**config.mk**
```make
export PLATFORM = sky130hd
export DESIGN_NAME = sharp_pixel_writer
export DESIGN_NICKNAME = d
export VERILOG_FILES = /design/src/rtl/sharp_pkg.sv /design/src/rtl/sharp_lane_mask.sv /design/src/rtl/sharp_pixel_writer.sv
export SDC_FILE = /design/constraint.sdc
export NUM_CORES = 1
export LEC_CHECK = 0
export ABC_CLOCK_PERIOD_IN_PS = 5200
export CORE_MARGIN = 5
export CORE_UTILIZATION = 50
export DETAILED_ROUTE_END_ITERATION = 6
export GPL_TIMING_DRIVEN = 0
export PLACE_DENSITY = 0.86
export SYNTH_ARGS = -nofsm -noshare
export SYNTH_HDL_FRONTEND = slang
export SYNTH_SLANG_ARGS = --single-unit
```
**constraint.sdc**
```tcl
create_clock -name clk -period 5.2 [get_ports clk]
set_input_delay 1.04 -clock clk [delete_from_list [all_inputs] [get_ports clk]]
set_output_delay 1.04 -clock clk [all_outputs]
set_load 0.03 [all_outputs]
```
**src/rtl/sharp_pkg.sv**
```systemverilog
// Shared definitions for the sharpened-pixel write-back path:
// FSM states, lane count, full-word mask and per-lane mask lookups.
package sharp_pkg;

   typedef enum logic [1:0] {
      S_IDLE  = 2'd0,
      S_PACK  = 2'd1,
      S_WRITE = 2'd2,
      S_DONE  = 2'd3
   } state_t;

   localparam int LANES = 4;

   localparam logic [31:0] FULL_MASK = 32'hFFFF_FFFF;

   // lane k occupies byte k counted from the LSB
   localparam logic [31:0] LANE_MASK_LE [LANES] = '{
      32'h0000_00FF,
      32'h0000_FF00,
      32'h00FF_0000,
      32'hFF00_0000
   };

   // lane k occupies byte k counted from the MSB
   localparam logic [31:0] LANE_MASK_BE [LANES] = '{
      32'hFF00_0000,
      32'h00FF_0000,
      32'h0000_FF00,
      32'h0000_00FF
   };

endpackage

```
**src/rtl/sharp_lane_mask.sv**
```systemverilog
// Lane index to byte-lane mask and bit shift within the 32-bit word.
// Ports: lane (in, 2), mask (out, 32), shift (out, 5).
// Endianness: BIG_ENDIAN_PACK_EN selects MSB-first lane order.
module sharp_lane_mask
   import sharp_pkg::*;
(
   input  logic [1:0]  lane,
   output logic [31:0] mask,
   output logic [4:0]  shift
);

`ifdef BIG_ENDIAN_PACK_EN
   // 24 - 8k == 8 * (3 - k) == 8 * ~k for a 2-bit k
   assign mask  = LANE_MASK_BE[lane];
   assign shift = {~lane, 3'b000};
`else
   assign mask  = LANE_MASK_LE[lane];
   assign shift = {lane, 3'b000};
`endif

endmodule

```
**src/rtl/sharp_pixel_writer.sv**
```systemverilog
// Packs 8-bit sharpened pixels four per word and writes them to data memory.
// Ports: clk, reset (async high), start, base_addr, pix_valid/data/last,
// pix_ready, mem_req/addr/wdata/mask, mem_ack, busy, done.
// Build option: BIG_ENDIAN_PACK_EN packs lane 0 into the MSB byte.
module sharp_pixel_writer
   import sharp_pkg::*;
#(
   parameter int ADDR_W = 32,
   parameter int PIX_W  = 8
)(
   input  logic              clk,
   input  logic              reset,
   input  logic              start,
   input  logic [ADDR_W-1:0] base_addr,
   input  logic              pix_valid,
   input  logic [PIX_W-1:0]  pix_data,
   input  logic              pix_last,
   output logic              pix_ready,
   output logic              mem_req,
   output logic [ADDR_W-1:0] mem_addr,
   output logic [31:0]       mem_wdata,
   output logic [31:0]       mem_mask,
   input  logic              mem_ack,
   output logic              busy,
   output logic              done
);

   localparam int WORD_W = LANES * PIX_W;

   state_t            state;
   state_t            state_nxt;
   logic [1:0]        lane;
   logic              last_seen;
   logic [ADDR_W-1:0] addr;
   logic [31:0]       word;
   logic [31:0]       mask;
   logic [31:0]       lane_mask;
   logic [4:0]        lane_shift;
   logic [31:0]       pix_ext;
   logic              take;

   sharp_lane_mask u_lane_mask (
      .lane  (lane),
      .mask  (lane_mask),
      .shift (lane_shift)
   );

   assign pix_ext = {{(WORD_W-PIX_W){1'b0}}, pix_data};
   assign take    = pix_valid && (state == S_PACK);

   always_ff @(posedge clk or posedge reset) begin
      if (reset) begin
         state <= S_IDLE;
      end else begin
         state <= state_nxt;
      end
   end

   // handshake outputs decode straight from the state register so that
   // reset clears them without waiting for a clock edge
   always_comb begin
      state_nxt = state;
      pix_ready = 1'b0;
      mem_req   = 1'b0;
      busy      = 1'b0;
      done      = 1'b0;
      unique case (state)
         S_IDLE: begin
            if (start) state_nxt = S_PACK;
         end
         S_PACK: begin
            pix_ready = 1'b1;
            busy      = 1'b1;
            if (take && (lane == 2'd3 || pix_last))
               state_nxt = S_WRITE;
         end
         S_WRITE: begin
            mem_req = 1'b1;
            busy    = 1'b1;
            if (mem_ack)
               state_nxt = last_seen ? S_DONE : S_PACK;
         end
         S_DONE: begin
            busy      = 1'b1;
            done      = 1'b1;
            state_nxt = S_IDLE;
         end
         default: state_nxt = S_IDLE;
      endcase
   end

   always_ff @(posedge clk or posedge reset) begin
      if (reset) begin
         lane      <= 2'd0;
         last_seen <= 1'b0;
         addr      <= '0;
         word      <= '0;
         mask      <= '0;
      end else begin
         unique case (state)
            S_IDLE: begin
               if (start) begin
                  addr      <= base_addr & ~ADDR_W'(3);
                  lane      <= 2'd0;
                  last_seen <= 1'b0;
                  word      <= '0;
                  mask      <= '0;
               end
            end
            S_PACK: begin
               if (take) begin
                  word <= word | (pix_ext << lane_shift);
                  mask <= mask | lane_mask;
                  lane <= lane + 2'd1;
                  if (pix_last) last_seen <= 1'b1;
               end
            end
            S_WRITE: begin
               // word/mask/addr frozen until the ack so the
               // request stays stable for the whole WRITE
               if (mem_ack && !last_seen) begin
                  addr <= addr + ADDR_W'(4);
                  lane <= 2'd0;
                  word <= '0;
                  mask <= '0;
               end
            end
            S_DONE: begin
            end
            default: begin
            end
         endcase
      end
   end

   assign mem_addr  = addr;
   assign mem_wdata = word;
   assign mem_mask  = mask;

endmodule

```
==> impl_metrics.ini, run 1 <==
[synthesis]
synth_compound_area_frac = 0.186
ys.flop_type = dfrtp_1
synth_warnings = 0
yosys.area_share.simple = 0.205
synth_top_cell_by_area = dfrtp_1
synthMuxAreaShare = 0.00687
synth_enable_flop_cells = 0
netlist_area_um2 = 4550
synth-xor-area-share = 0
synth_top_family_by_area = simple AND/OR/NAND/NOR gates
yosysSeqAreaShare = 0.544
postSynthCellCount = 481
synth_seq_cells = 99
synth_fa_ha_area_frac = 0.0137
syn_avg_cell_area_um2 = 9.47
synthArstFlopShare = 1.00
ys_types = 52
ys_top_cells_by_area = dfrtp_1, nor2_1, a21oi_1, nand2_1, o21ai_0
synth_top_area_share = 0.544

[routing]
ant_nets = 0
routed_via_density = 5.85
dr_total_vias = 4373
totalWireLength_um = 14300
drc = 2
wl_per_cell_um = 19.1
drt_iter0_drc = 320
drt_first_pass_iters = 7

[worst_hold_path]
min_from = mem_mask[3]$_DFFE_PP0P_
min_to = mem_mask[3]$_DFFE_PP0P_
min_path_type = reg -> reg
hold_depth = 2

[timing]
rsz0062_at_grt = false
maxSlewViolCount = 0
tns_ns = 0
setup_viol = 0
hold_violations = 0
slew_headroom = 0.265
hold_ws_ns = 0.507
tightest_slew_ns = 1.09
fmax_ghz = 0.268
finalCriticalPeriod_ns = 3.73
finalCritPeriodShare = 0.716
skew_ns = 0.00777
timing.final.ws_setup_ns = 1.47

[critical_path]
worst_setup_path_start_kind = flip-flop
r2r_slack_ns = 2.83
critPathMaxFanout = 10
critical_path_class = reg -> out
crit_path_max_incr_delay_ns = 0.79
crit_arrival_ns = 2.69
critPathTopFamily = buffers and inverters
r2r_start = state[0]$_DFFE_PP0P_
crit_chain = buf_2 > nand2b_1 > clkinv_1 > clkbuf_1 > clkdlybuf4s50_1
cp_data_required_time_ns = 4.16
reg2regPathDepth = 8
cp_num_buf_inv = 4
cp-end-kind = output port
r2r-end = mem_addr[13]$_DFFE_PP0P_
crit_slowest_cell = clkdlybuf4s50_1

[global_route]
grt_pass1_wl_um = 23200
antenna_found_initial = 0
grt_overflow = 0
grt.total_usage = 0.257
grt_max_degree = 56
grt_pass1_vias = 4427

[place]
place_ws_ns = 1.95
place_congestion = 0.891
dp_cells = 732
dpl.hpwl_um = 10200
portBuffers = 141

[die]
fp.dieArea_um2 = 11100
die_h_um = 105
rows = 34
die_x_um = 105
core_area_um2 = 8810
io_pins = 146
start_util = 0.517

[clock_network]
ctsResizeCount = 0
cts_setup_buffers = 0
clock_sinks = 99
cts_root_buffer = clkbuf_8
cts_buffers = 9
insertion_delay_ns = 0.36
clk_path_buf_depth = 2
clk_pin_slew_ns = 0.10
cts_max_level = 3
cts_tree = yes
hold_buffers = 0

[run_status]
outcome = complete, but fails checks
violations = design-rule violations

[power_and_ir_drop]
irDropWorstVdd_mv = 0.421
p_leak_nw = 2.70
power_density_nw_per_um2 = 678

[finish]
drive_gt1_frac = 0.0797
n_antenna_cell = 0
nets = 686
final_cells = 748
area_growth_pct = 39.6

[job]
cap_violations = 0
[cells in the final DEF (no fill, tap or decap), types with 9 or more instances in the layout]
cell,netlist,final
o22ai_1,14,14
clkbuf_8,0,9
nand2_1,29,29
nor2_1,113,113
o21ai_0,19,19
a21oi_1,73,73
nor3_1,10,10
clkdlybuf4s50_1,0,141
nand3_1,14,14
buf_2,10,10
dfrtp_1,99,99
clkbuf_1,9,10
[Yosys cell counts, drive strengths merged, types with 7 or more instances]
cell	number
a21oi	74
a2bb2oi	7
buf	18
clkbuf	9
dfrtp	99
inv	7
nand2	30
nand3	16
nor2	113
nor3	10
o21ai	19
o22ai	14
[kinds of logic after synthesis]
logic type                 after synthesis
and+or+nand+nor                        200
AOI/OAI and AO/OA                      138
DFF                                     99
buffers and inverters                   35
adders and majority gates                5
muxes                                    3
other                                    1
[registers in the layout, summed over array words and instances (netlist names)]
name / count
state: 2
last_seen: 1
mem_wdata: 32
mem_mask: 32
lane: 2
mem_addr: 30
[worst min-delay path: cells and delay by family (launching register included)]
| family | cells | cell delay [ns] |
|---|---|---|
| flip-flops | 1 | 0.35 |
| AND/OR/NAND/NOR | 2 | 0.12 |
[report_power, final]
group / internal (mW) / leakage [nW] / switching [mW]
clock: 0.278 / 0.107 / 0.281
combinational: 0.918 / 1.35 / 1.46
sequential: 1.07 / 1.25 / 0.300
[stage by stage]
| stage | util | power, mW | cell area (um^2) |
|---|---|---|---|
| final | 0.722 | 4.31 | 6360 |
| after global routing | 0.722 | 4.55 | 6360 |
| after CTS | 0.722 | 4.31 | 6360 |
| after detailed placement | 0.697 | 3.74 | 6130 |
| after global placement | 0.693 | 3.65 | 6100 |
| after floorplan | - | 2.77 | 4560 |
[cell type report]
class | instances | area [um^2]
flip-flops and latches | 99 | 2480
plain buffers | 27 | 166
clock buffers | 10 | 128
repair buffers | 142 | 1440
fillers | 630 | 2450
inverters | 8 | 32.5
well taps | 108 | 135
clock inverters | 6 | 97.6
multi-input cells | 348 | 1880
[routing by layer]
layer | track usage | vias to the layer above | wire [um]
met2 | 0.412 | 263 | 6770
met3 | 0.0978 | 34 | 1840
met1 | 0.319 | 2083 | 5400
met5 | 0 | - | 0
li1 | - | 1993 | -
met4 | 0.0947 | 0 | 286
[how the worst max path moves through the flow]
stage | from | to | slack, ns | depth (start not counted)
after floorplan | reset | lane[0]$_DFFE_PP0P_ | 1.57 | 1
after global placement | reset | mem_addr[17]$_DFFE_PP0P_ | 0.20 | 2
after detailed placement | state[0]$_DFFE_PP0P_ | mem_req | 1.95 | 5
after CTS | state[0]$_DFFE_PP0P_ | mem_req | 1.53 | 5
after global routing | state[0]$_DFFE_PP0P_ | mem_req | 1.42 | 5
final | state[0]$_DFFE_PP0P_ | mem_req | 1.47 | 5
(Power assumes the default switching activity.)
==> inputs of run 2 (changes only) <==
Settings changed: ABC_CLOCK_PERIOD_IN_PS 5200 to 3700, CORE_UTILIZATION 50 to 46, PLACE_DENSITY 0.86 to 0.8.
Clock period 5.2 ns to 3.7 ns, I/O delays scaled along.
==> impl_metrics.ini, run 2 (synthesized netlist as in run 1, its figures left out) <==
[run_status]
outcome = completed

[timing]
slew_headroom = 0.265
skew_ns = 0.00872
hold_violations = 0
setup_viol = 0
rsz0062_at_grt = false
finalCritPeriodShare = 0.894
tns_ns = 0
finalCriticalPeriod_ns = 3.31
fmax_ghz = 0.302
tightest_slew_ns = 1.09
maxSlewViolCount = 0

[critical_path]
r2r_start = state[1]$_DFFE_PP0P_
critPathMaxFanout = 10
cp_data_required_time_ns = 2.96
r2r-end = mem_wdata[18]$_DFFE_PP0P_
r2r_slack_ns = 1.48
cp-end-kind = output port
critical_path_class = reg -> out
reg2regPathDepth = 6
worst_setup_path_start_kind = flip-flop
crit_arrival_ns = 2.57

[global_route]
grt_pass1_vias = 4360
grt_overflow = 0
grt.total_usage = 0.234
grt_pass1_wl_um = 21900
antenna_found_initial = 0
grt_max_degree = 59

[finish]
sequential_cell_area_um2 = 2480
multi_input_area_um2 = 1880
fillers = 797
post-route-cell-area_um2 = 6330
final_common_cell = clkdlybuf4s50_1
n_antenna_cell = 0
postLayoutCoreUtil = 0.651
drive_gt1_frac = 0.0782
area_growth_pct = 39.0
nets = 686
final_cell_mix = clkdlybuf4s50_1, nor2_1, dfrtp_1

[worst_hold_path]
min_from = mem_mask[22]$_DFFE_PP0P_
hold_depth = 2
min_to = mem_mask[22]$_DFFE_PP0P_
min_path_type = reg -> reg

[clock_network]
clk_pin_slew_ns = 0.09
clock_sinks = 99
insertion_delay_ns = 0.36
cts_setup_buffers = 0
cts_root_buffer = clkbuf_8
clk_path_buf_depth = 2
cts_tree = yes
hold_buffers = 0
cts_max_level = 3
ctsResizeCount = 0
cts_buffers = 9

[die]
start_util = 0.468
fp.dieArea_um2 = 12000
io_pins = 146
die_x_um = 110
die_h_um = 110
core_area_um2 = 9730
rows = 36

[routing]
drt_iter0_drc = 266
dr_total_vias = 4280
routed_via_density = 5.54
wl_per_cell_um = 17.6
drt_first_pass_iters = 5
ant_nets = 0
totalWireLength_um = 13600
drc = 0

[place]
place_congestion = 0.949
portBuffers = 141
dpl-instance-area_um2 = 6170
dpl.hpwl_um = 10100

[power_and_ir_drop]
switching_power_mw = 2.80
p_leak_nw = 2.67
irDropWorstVdd_mv = 0.520
power_density_nw_per_um2 = 922
intPower_mw = 3.04
power_mw = 5.84
seq_power_share = 0.329
switching_share = 0.479
power_frac_comb = 0.565
clock_power_share = 0.106

[job]
cap_violations = 0
-- run 2: worst max-delay path, stage by stage, from the launching register on --
cell and delay [ns]:
dfrtp_1 0.36, buf_2 0.17, nand2b_1 0.22, clkinv_1 0.18
clkbuf_1 0.49, clkdlybuf4s50_1 0.79
-- run 2: how the worst max path moves through the flow --
stage / start / endpoint / cells past startpoint
2_1_floorplan: reset / lane[0]$_DFFE_PP0P_ / 1
3_3_place_gp: reset / mem_mask[29]$_DFFE_PP0P_ / 2
3_5_place_dp: state[0]$_DFFE_PP0P_ / mem_req / 5
4_1_cts: state[0]$_DFFE_PP0P_ / mem_req / 5
5_1_grt: state[0]$_DFFE_PP0P_ / mem_req / 5
6_report: state[0]$_DFFE_PP0P_ / mem_req / 5
-- run 2: power groups by stage --
stage / clock network, mW / logic (mW) / registers [mW]
2_1_floorplan: 0 / 1.24 / 2.65
3_3_place_gp: 0 / 3.24 / 1.91
6_report: 0.620 / 3.30 / 1.92
5_1_grt: 0.677 / 3.55 / 1.99
3_5_place_dp: 0 / 3.30 / 1.93
4_1_cts: 0.637 / 3.31 / 1.92
-- run 2: area by class of cell --
cell class | instances | share of cell area
multi-input cells | 348 | 0.298
repair buffers | 142 | 0.227
well taps | 133 | 0.0263
inverters | 8 | 0.00514
plain buffers | 27 | 0.0263
flip-flops and latches | 99 | 0.391
clock buffers | 10 | 0.0202
clock inverters | 5 | 0.00613
-- run 2: layer usage --
layer  routed length (um)  GRT usage  vias to the layer above
li1                     -          -                     1983
met1                 5260      0.299                     2048
met2                 6470      0.367                      224
met3                 1580     0.0757                       25
met4                  266     0.0971                        0
met5                    0          0                        -
-- run 2: stage by stage --
stage	hold slack, ns	cells	setup WS [ns]
2_1_floorplan	0.500	482	0.370
3_3_place_gp	0.476	756	-1.02
3_5_place_dp	0.486	757	0.800
4_1_cts	0.507	772	0.403
5_1_grt	0.534	772	0.334
6_report	0.501	772	0.393
